File: src/rtl/cordic_arbiter.sv
// cordic_arbiter: round-robin, lock-until-release arbiter sharing one CORDIC
// vectoring core and one CORDIC rotation core among NUM_REQ requesters.
//
// Optional feature macro: CORDIC_ARB_TIMEOUT_EN
//   defined   -> ownership watchdog revokes a stalled owner after TIMEOUT_CYCLES
//   undefined -> ownership is unbounded, timeout_err tied to 0
//
// Ports
//   clk, nreset          clock, asynchronous active-low reset
//   req                  per-requester ownership request (level, held per job)
//   grant                one-hot registered grant, zero when no owner
//   r_*  (inputs)        per-requester command slices, slot i at [i*W +: W]
//   c_*  (outputs)       command bus to the cores, the owner's slice or zero
//   c_vec/rot_opvld      core result strobes
//   r_vec/rot_opvld      result strobes demuxed to the owner only
//   busy                 grant non-zero or flushing
//   timeout_err          one-cycle pulse on a watchdog revoke
module cordic_arbiter #(
   parameter int unsigned NUM_REQ        = 3,
   parameter int unsigned DATA_WIDTH     = 32,
   parameter int unsigned CORDIC_STAGES  = 32,
   parameter int unsigned TIMEOUT_CYCLES = 1024
) (
   input  logic                              clk,
   input  logic                              nreset,
   input  logic [NUM_REQ-1:0]                req,
   output logic [NUM_REQ-1:0]                grant,
   input  logic [NUM_REQ-1:0]                r_vec_en,
   input  logic [NUM_REQ-1:0]                r_rot_en,
   input  logic [NUM_REQ-1:0]                r_nrst,
   input  logic [NUM_REQ*DATA_WIDTH-1:0]     r_vec_xin,
   input  logic [NUM_REQ*DATA_WIDTH-1:0]     r_vec_yin,
   input  logic [NUM_REQ*DATA_WIDTH-1:0]     r_rot_xin,
   input  logic [NUM_REQ*DATA_WIDTH-1:0]     r_rot_yin,
   input  logic [NUM_REQ*CORDIC_STAGES-1:0]  r_rot_microRot_in,
   input  logic [NUM_REQ*2-1:0]              r_rot_quad_in,
   output logic                              c_vec_en,
   output logic                              c_rot_en,
   output logic                              c_nrst,
   output logic [DATA_WIDTH-1:0]             c_vec_xin,
   output logic [DATA_WIDTH-1:0]             c_vec_yin,
   output logic [DATA_WIDTH-1:0]             c_rot_xin,
   output logic [DATA_WIDTH-1:0]             c_rot_yin,
   output logic [CORDIC_STAGES-1:0]          c_rot_microRot_in,
   output logic [1:0]                        c_rot_quad_in,
   input  logic                              c_vec_opvld,
   input  logic                              c_rot_opvld,
   output logic [NUM_REQ-1:0]                r_vec_opvld,
   output logic [NUM_REQ-1:0]                r_rot_opvld,
   output logic                              busy,
   output logic                              timeout_err
);

   localparam int unsigned IDX_W = (NUM_REQ > 1) ? $clog2(NUM_REQ) : 1;

   // Elaboration-time parameter sanity check
   if (NUM_REQ < 2 || NUM_REQ > 8 || TIMEOUT_CYCLES < 2 ||
       DATA_WIDTH == 0 || CORDIC_STAGES == 0) begin : g_param_err
      $error("cordic_arbiter: illegal parameter value");
   end

   typedef enum logic [1:0] {
      S_IDLE  = 2'd0,
      S_OWN   = 2'd1,
      S_FLUSH = 2'd2
   } state_t;

   state_t             r_state, w_state_nx;
   logic [IDX_W-1:0]   r_ptr, w_ptr_nx;
   logic [IDX_W-1:0]   r_owner, w_owner_nx;
   logic [NUM_REQ-1:0] r_grant, w_grant_nx;
   logic [NUM_REQ-1:0] w_req_eff;
   logic [IDX_W-1:0]   w_pick_idx;
   logic               w_pick_found;
   logic [IDX_W-1:0]   w_owner_inc;
   logic               w_timeout;
   logic               w_opvld_any;

   assign w_opvld_any = c_vec_opvld | c_rot_opvld;

`ifdef CORDIC_ARB_TIMEOUT_EN
   localparam int unsigned CNT_W = $clog2(TIMEOUT_CYCLES + 1);

   logic [CNT_W-1:0]   r_wdog_cnt;
   logic [NUM_REQ-1:0] r_blocked;
   logic               r_timeout_err;

   // Stalled owner: still requesting, no strobe, counter at its last count
   assign w_timeout = (r_state == S_OWN) && req[r_owner] && !w_opvld_any &&
                      (r_wdog_cnt == CNT_W'(TIMEOUT_CYCLES - 1));

   // A revoked requester stays masked until it drops req
   assign w_req_eff = req & ~r_blocked;

   // Watchdog counter, blocked mask and error pulse
   always_ff @(posedge clk or negedge nreset) begin
      if (!nreset) begin
         r_wdog_cnt    <= '0;
         r_blocked     <= '0;
         r_timeout_err <= 1'b0;
      end else begin
         r_timeout_err <= w_timeout;
         r_blocked     <= (r_blocked & req) | (w_timeout ? r_grant : '0);
         if (r_state == S_OWN && !w_opvld_any)
            r_wdog_cnt <= r_wdog_cnt + 1'b1;
         else
            r_wdog_cnt <= '0;
      end
   end

   assign timeout_err = r_timeout_err;
`else
   assign w_timeout   = 1'b0;
   assign w_req_eff   = req;
   assign timeout_err = 1'b0;
`endif

   // First set request at or above ptr, wrapping around
   always_comb begin
      int unsigned v_idx;
      v_idx        = 0;
      w_pick_found = 1'b0;
      w_pick_idx   = '0;
      for (int unsigned k = 0; k < NUM_REQ; k++) begin
         v_idx = 32'(r_ptr) + k;
         if (v_idx >= NUM_REQ)
            v_idx = v_idx - NUM_REQ;
         if (!w_pick_found && w_req_eff[IDX_W'(v_idx)]) begin
            w_pick_found = 1'b1;
            w_pick_idx   = IDX_W'(v_idx);
         end
      end
   end

   assign w_owner_inc = (r_owner == IDX_W'(NUM_REQ - 1)) ? '0 : r_owner + 1'b1;

   // Next-state logic
   always_comb begin
      w_state_nx = r_state;
      w_ptr_nx   = r_ptr;
      w_owner_nx = r_owner;
      w_grant_nx = r_grant;
      case (r_state)
         S_IDLE, S_FLUSH: begin
            if (w_pick_found) begin
               w_state_nx = S_OWN;
               w_owner_nx = w_pick_idx;
               w_grant_nx = NUM_REQ'(1) << w_pick_idx;
            end else begin
               w_state_nx = S_IDLE;
               w_grant_nx = '0;
            end
         end
         S_OWN: begin
            if (!req[r_owner] || w_timeout) begin
               w_state_nx = S_FLUSH;
               w_grant_nx = '0;
               w_ptr_nx   = w_owner_inc;
            end
         end
         default: begin
            w_state_nx = S_IDLE;
            w_grant_nx = '0;
         end
      endcase
   end

   // State register
   always_ff @(posedge clk or negedge nreset) begin
      if (!nreset) begin
         r_state <= S_IDLE;
         r_ptr   <= '0;
         r_owner <= '0;
         r_grant <= '0;
      end else begin
         r_state <= w_state_nx;
         r_ptr   <= w_ptr_nx;
         r_owner <= w_owner_nx;
         r_grant <= w_grant_nx;
      end
   end

   assign grant = r_grant;
   assign busy  = (r_grant != '0) || (r_state == S_FLUSH);

   // AND-OR command mux; grant is zero in IDLE/FLUSH so the cores see all
   // zeros there, which also holds them in reset (c_nrst=0) during FLUSH
   always_comb begin
      c_vec_en          = 1'b0;
      c_rot_en          = 1'b0;
      c_nrst            = 1'b0;
      c_vec_xin         = '0;
      c_vec_yin         = '0;
      c_rot_xin         = '0;
      c_rot_yin         = '0;
      c_rot_microRot_in = '0;
      c_rot_quad_in     = '0;
      for (int unsigned i = 0; i < NUM_REQ; i++) begin
         if (r_grant[i]) begin
            c_vec_en          = c_vec_en | r_vec_en[i];
            c_rot_en          = c_rot_en | r_rot_en[i];
            c_nrst            = c_nrst   | r_nrst[i];
            c_vec_xin         = c_vec_xin | r_vec_xin[i*DATA_WIDTH +: DATA_WIDTH];
            c_vec_yin         = c_vec_yin | r_vec_yin[i*DATA_WIDTH +: DATA_WIDTH];
            c_rot_xin         = c_rot_xin | r_rot_xin[i*DATA_WIDTH +: DATA_WIDTH];
            c_rot_yin         = c_rot_yin | r_rot_yin[i*DATA_WIDTH +: DATA_WIDTH];
            c_rot_microRot_in = c_rot_microRot_in |
                                r_rot_microRot_in[i*CORDIC_STAGES +: CORDIC_STAGES];
            c_rot_quad_in     = c_rot_quad_in | r_rot_quad_in[i*2 +: 2];
         end
      end
   end

   // Strobes reach the owner only; dropped in IDLE/FLUSH
   assign r_vec_opvld = {NUM_REQ{c_vec_opvld}} & r_grant;
   assign r_rot_opvld = {NUM_REQ{c_rot_opvld}} & r_grant;

endmodule

File: config.mk
export PLATFORM = sky130hd
export DESIGN_NAME = cordic_arbiter
export DESIGN_NICKNAME = d
export VERILOG_FILES = /design/src/rtl/cordic_arbiter.sv
export SDC_FILE = /design/constraint.sdc
export NUM_CORES = 1
export LEC_CHECK = 0
export ABC_CLOCK_PERIOD_IN_PS = 2500
export CAP_MARGIN = 25
export CORE_AREA = 2 2 261 263
export CTS_BUF_LIST = sky130_fd_sc_hd__clkbuf_4
export DETAILED_ROUTE_END_ITERATION = 7
export DIE_AREA = 0 0 263 265
export PLACE_DENSITY = 0.42
export SETUP_SLACK_MARGIN = 0.02
export SKIP_CTS_REPAIR_TIMING = 1
export SLEW_MARGIN = 20
export SYNTH_ARGS = -nofsm -noshare
export SYNTH_HDL_FRONTEND = slang
export SYNTH_SLANG_ARGS = --single-unit
File: constraint.sdc
create_clock -name clk -period 2.5 [get_ports clk]
set_input_delay 0.5 -clock clk [delete_from_list [all_inputs] [get_ports clk]]
set_output_delay 0.5 -clock clk [all_outputs]
set_load 0.005 [all_outputs]
==> summary.txt <==
Die
  • Starting Density: a little under 5%
  • Io pins: about 680
  • Die width: roughly 260 µm
  • Core ar.: approximately 67,000 µm²
  • Standard-cell rows: 95
  • DIE AREA: roughly 70,000 µm²
  • Die H: around 270 µm

Clock network
  • Clk slew on worst S/H paths: around 0.06 ns
  • Total CTS buffers: 3
  • Clk sinks: 9
  • Root Driver: clkbuf_4
  • Skew-Pair Late Insertion Delay: roughly 0.27 ns
  • CTS H-tree depth: 1
  • Clk buf depth: 2
  • CTS tree: done

Run
  • Max-cap violations: 0

Pwr
  • Worst VDD drop: 0.000303 V
  • Net Sw Frac: 42.5%
  • Cell Pwr Density: 616 nW/µm²
  • Leakage: between 6 and 7 nW
  • Comb pwr share: roughly 94%
  • Net Sw Power: 3.12 mW
  • Part of the power in the clock network: about 1.7%
  • Reg power frac: under 10%
  • Internal power: about 4.2 mW
  • Tot Pwr: 7.33 mW

Placement
  • Pre-CTS WS: ~0.075 ns
  • Gpl congestion: a little under 0.9
  • Dpl hpwl: between 20 and 30 mm
  • Area post-placement: 11,200 µm²
  • DP Cell Count: a little under 2,000
  • Buffers on Ports: between 600 and 700

Timing
  • Final Max Slew Viols: 0
  • Final setup violation count: 0
  • Fin. Hold Viols: 0
  • Min cycle time layout: between 2 and 2.5 ns
  • Final hold slack: 0.532 ns
  • Maximum clock frequency: approximately 410 MHz
  • RSZ-0062 raised after global routing: true
  • Fin crit share: between 90% and 100%
  • Final worst slack: 0.0760 ns
  • Fin Setup TNS: 0 ns
  • Clock Skew: ~0.0051 ns

Setup path
  • CP endpoint kind: primary output
  • Worst EP arrival: 1.92 ns
  • CP max-delay cell: dfrtp_4
  • Setup CP Type: register to primary output
  • Worst EP required: around 2 ns
  • CP Cell Sequence: buf_4 > a222oi_1 > inv_1 > clkdlybuf4s50_1
  • Reg2Reg Setup Slack: 0.48 ns
  • Slowest stage delay, CP: around 0.54 ns
  • Crit path max fanout: 13
  • Worst Setup Start Kind: register

Routing
  • Antenna Nets Post-Route: 0
  • DRC errors left: 0
  • DR vias: 7,171
  • Drt total wl: approximately 37 mm
  • DR WL/cell: around 19 µm
  • First-iteration detailed-routing DRC count: roughly 800
  • DR vias/cell: 3.58
  • First-pass iteration count of the detailed router: 7

Synth
  • Mapped Avg Cell Area: 6.93 µm²
  • Post-synth top area share: ~51%
  • Predominant post-synthesis flop cell: dfrtp_1
  • Post-Synthesis Cell Area: between 3000 and 4000 µm²
  • Cells after Synth: roughly 470
  • Fraction of registers with async set/reset: between 90% and 100%
  • Unique masters post-synth: 45
  • Syn. warnings: 0
  • EDFF count, synth: 0
  • Synth area leader: a222oi_1
  • Post-synthesis sequential area ratio: under 10%
  • Area contributors post-synth: a222oi_1 (51%), inv_1 (20%), dfrtp_1 (7.0%)
  • Seq cells post-synth: 9
  • Post-synth net total: around 970

GRT
  • Met2 Use GR: between 10% and 20%
  • GRT Resource Usage Total: under 10%
  • Grt ovf: 0
  • Met1 GRT Util: under 10%
  • Global routing's busiest layer: met2
  • Largest net degree at the start of global routing: 84
  • Met3 GRT Util: under 10%
  • Initial antenna violation count: 8
  • Vias in the first global route: approximately 7,200
  • Global-route wire length before repair: 45.9 mm

Finish
  • Most frequent cells in the layout: clkdlybuf4s50_1 (521), inv_1 (168), a222oi_1 (165)
  • Fin nets: ~1,600
  • Total of fill cells in the finished design: approximately 7,400
  • Finished Core Util: between 10% and 20%
  • Area Growth Syn to Fin: 269%
  • Final instance area: approximately 12,000 µm²
  • Layout Cells excl Fill: roughly 2,000
  • Most common cell after layout, fill and taps aside: clkdlybuf4s50_1
  • FF+latch area: 236 µm²
  • Area taken by multi-input logic gates: 2120 µm²
  • Ratio of cells with drive above 1 in the final layout: under 10%

Status
  • Status: finished, final reports clean

Hold path
  • Hold Crit Class: input pin to asynchronous set/reset pin
## power groups by stage
stage          logic (mW)  clock network (mW)  registers (mW)
6_report             6.87               0.127           0.334
3_5_place_dp         6.71                   0           0.295
2_1_floorplan        2.63                   0           0.251
4_1_cts              6.74               0.129           0.295
5_1_grt              7.41               0.139           0.352
3_3_place_gp         6.75                   0           0.299
## final timing paths
kind | depth (start not counted) | end | from
setup reg to reg | 7 | r_owner[1]$_DFFE_PN0P_ | r_ptr[1]$_DFFE_PN0P_
setup / recovery | 4 | c_rot_microRot_in[7] | grant[0]$_DFFE_PN0P_
min in group clk | 1 | r_owner[0]$_DFFE_PN0P_ | r_owner[0]$_DFFE_PN0P_
hold / removal | 1 | r_state[1]$_DFFE_PN0P_ | nreset
max in group asynchronous | 1 | grant[2]$_DFFE_PN0P_ | nreset
hold reg to reg | 1 | r_owner[0]$_DFFE_PN0P_ | r_owner[0]$_DFFE_PN0P_
## cells in the mapped netlist (all sizes together), types with 2 or more instances
cell type  instances
ha                 4
a222oi           165
buf                6
o21ai              4
inv              170
nor3               3
nand3b             2
a21o               2
a22o               2
nand2              5
nor2               3
clkbuf            54
and2               6
dfrtp              9
nor2b              2
mux2               2
mux2i              4
nand2b             3
## state kept, by name (all words and copies together), names as in the netlist
signal	cells
grant	3
r_ptr	2
r_state	2
r_owner	2
## layout make-up
class	instances	area share, %
diodes	2	0.0421
clock buffers	4	0.253
inverters	170	5.39
multi-input cells	226	17.8
flip-flops and latches	9	1.99
well taps	873	9.19
repair buffers	721	65.3
## per-layer routing
metal	part of all wire, %	vias up	wire length, µm
li1	-	3216	-
met1	39	3404	14400
met2	50	489	18700
met3	8.1	56	3020
met4	3.1	6	1170
met5	0.10	-	38
## worst max-delay path, delay by kind of cell (launching register included)
| family | cells | cell delay (ns) |
|---|---|---|
| AO/OA/AOI/OAI | 1 | 0.33 |
| buffers and inverters | 3 | 0.79 |
| flip-flops | 1 | 0.54 |
## cells by family (layout without fill, tap and decap cells)
family          count (synthesis)  in the layout  share of synthesized area (%)
compound gates                183            183                           56.1
buf+inv                       230            895                           27.2
simple gates                   32             32                           5.82
fa+ha+maj                       4              4                           1.55
other cells                     1              3                          0.116
flops                           9              9                           6.98
mux                             6              6                           2.17
Power figures use the tool's default switching activity.
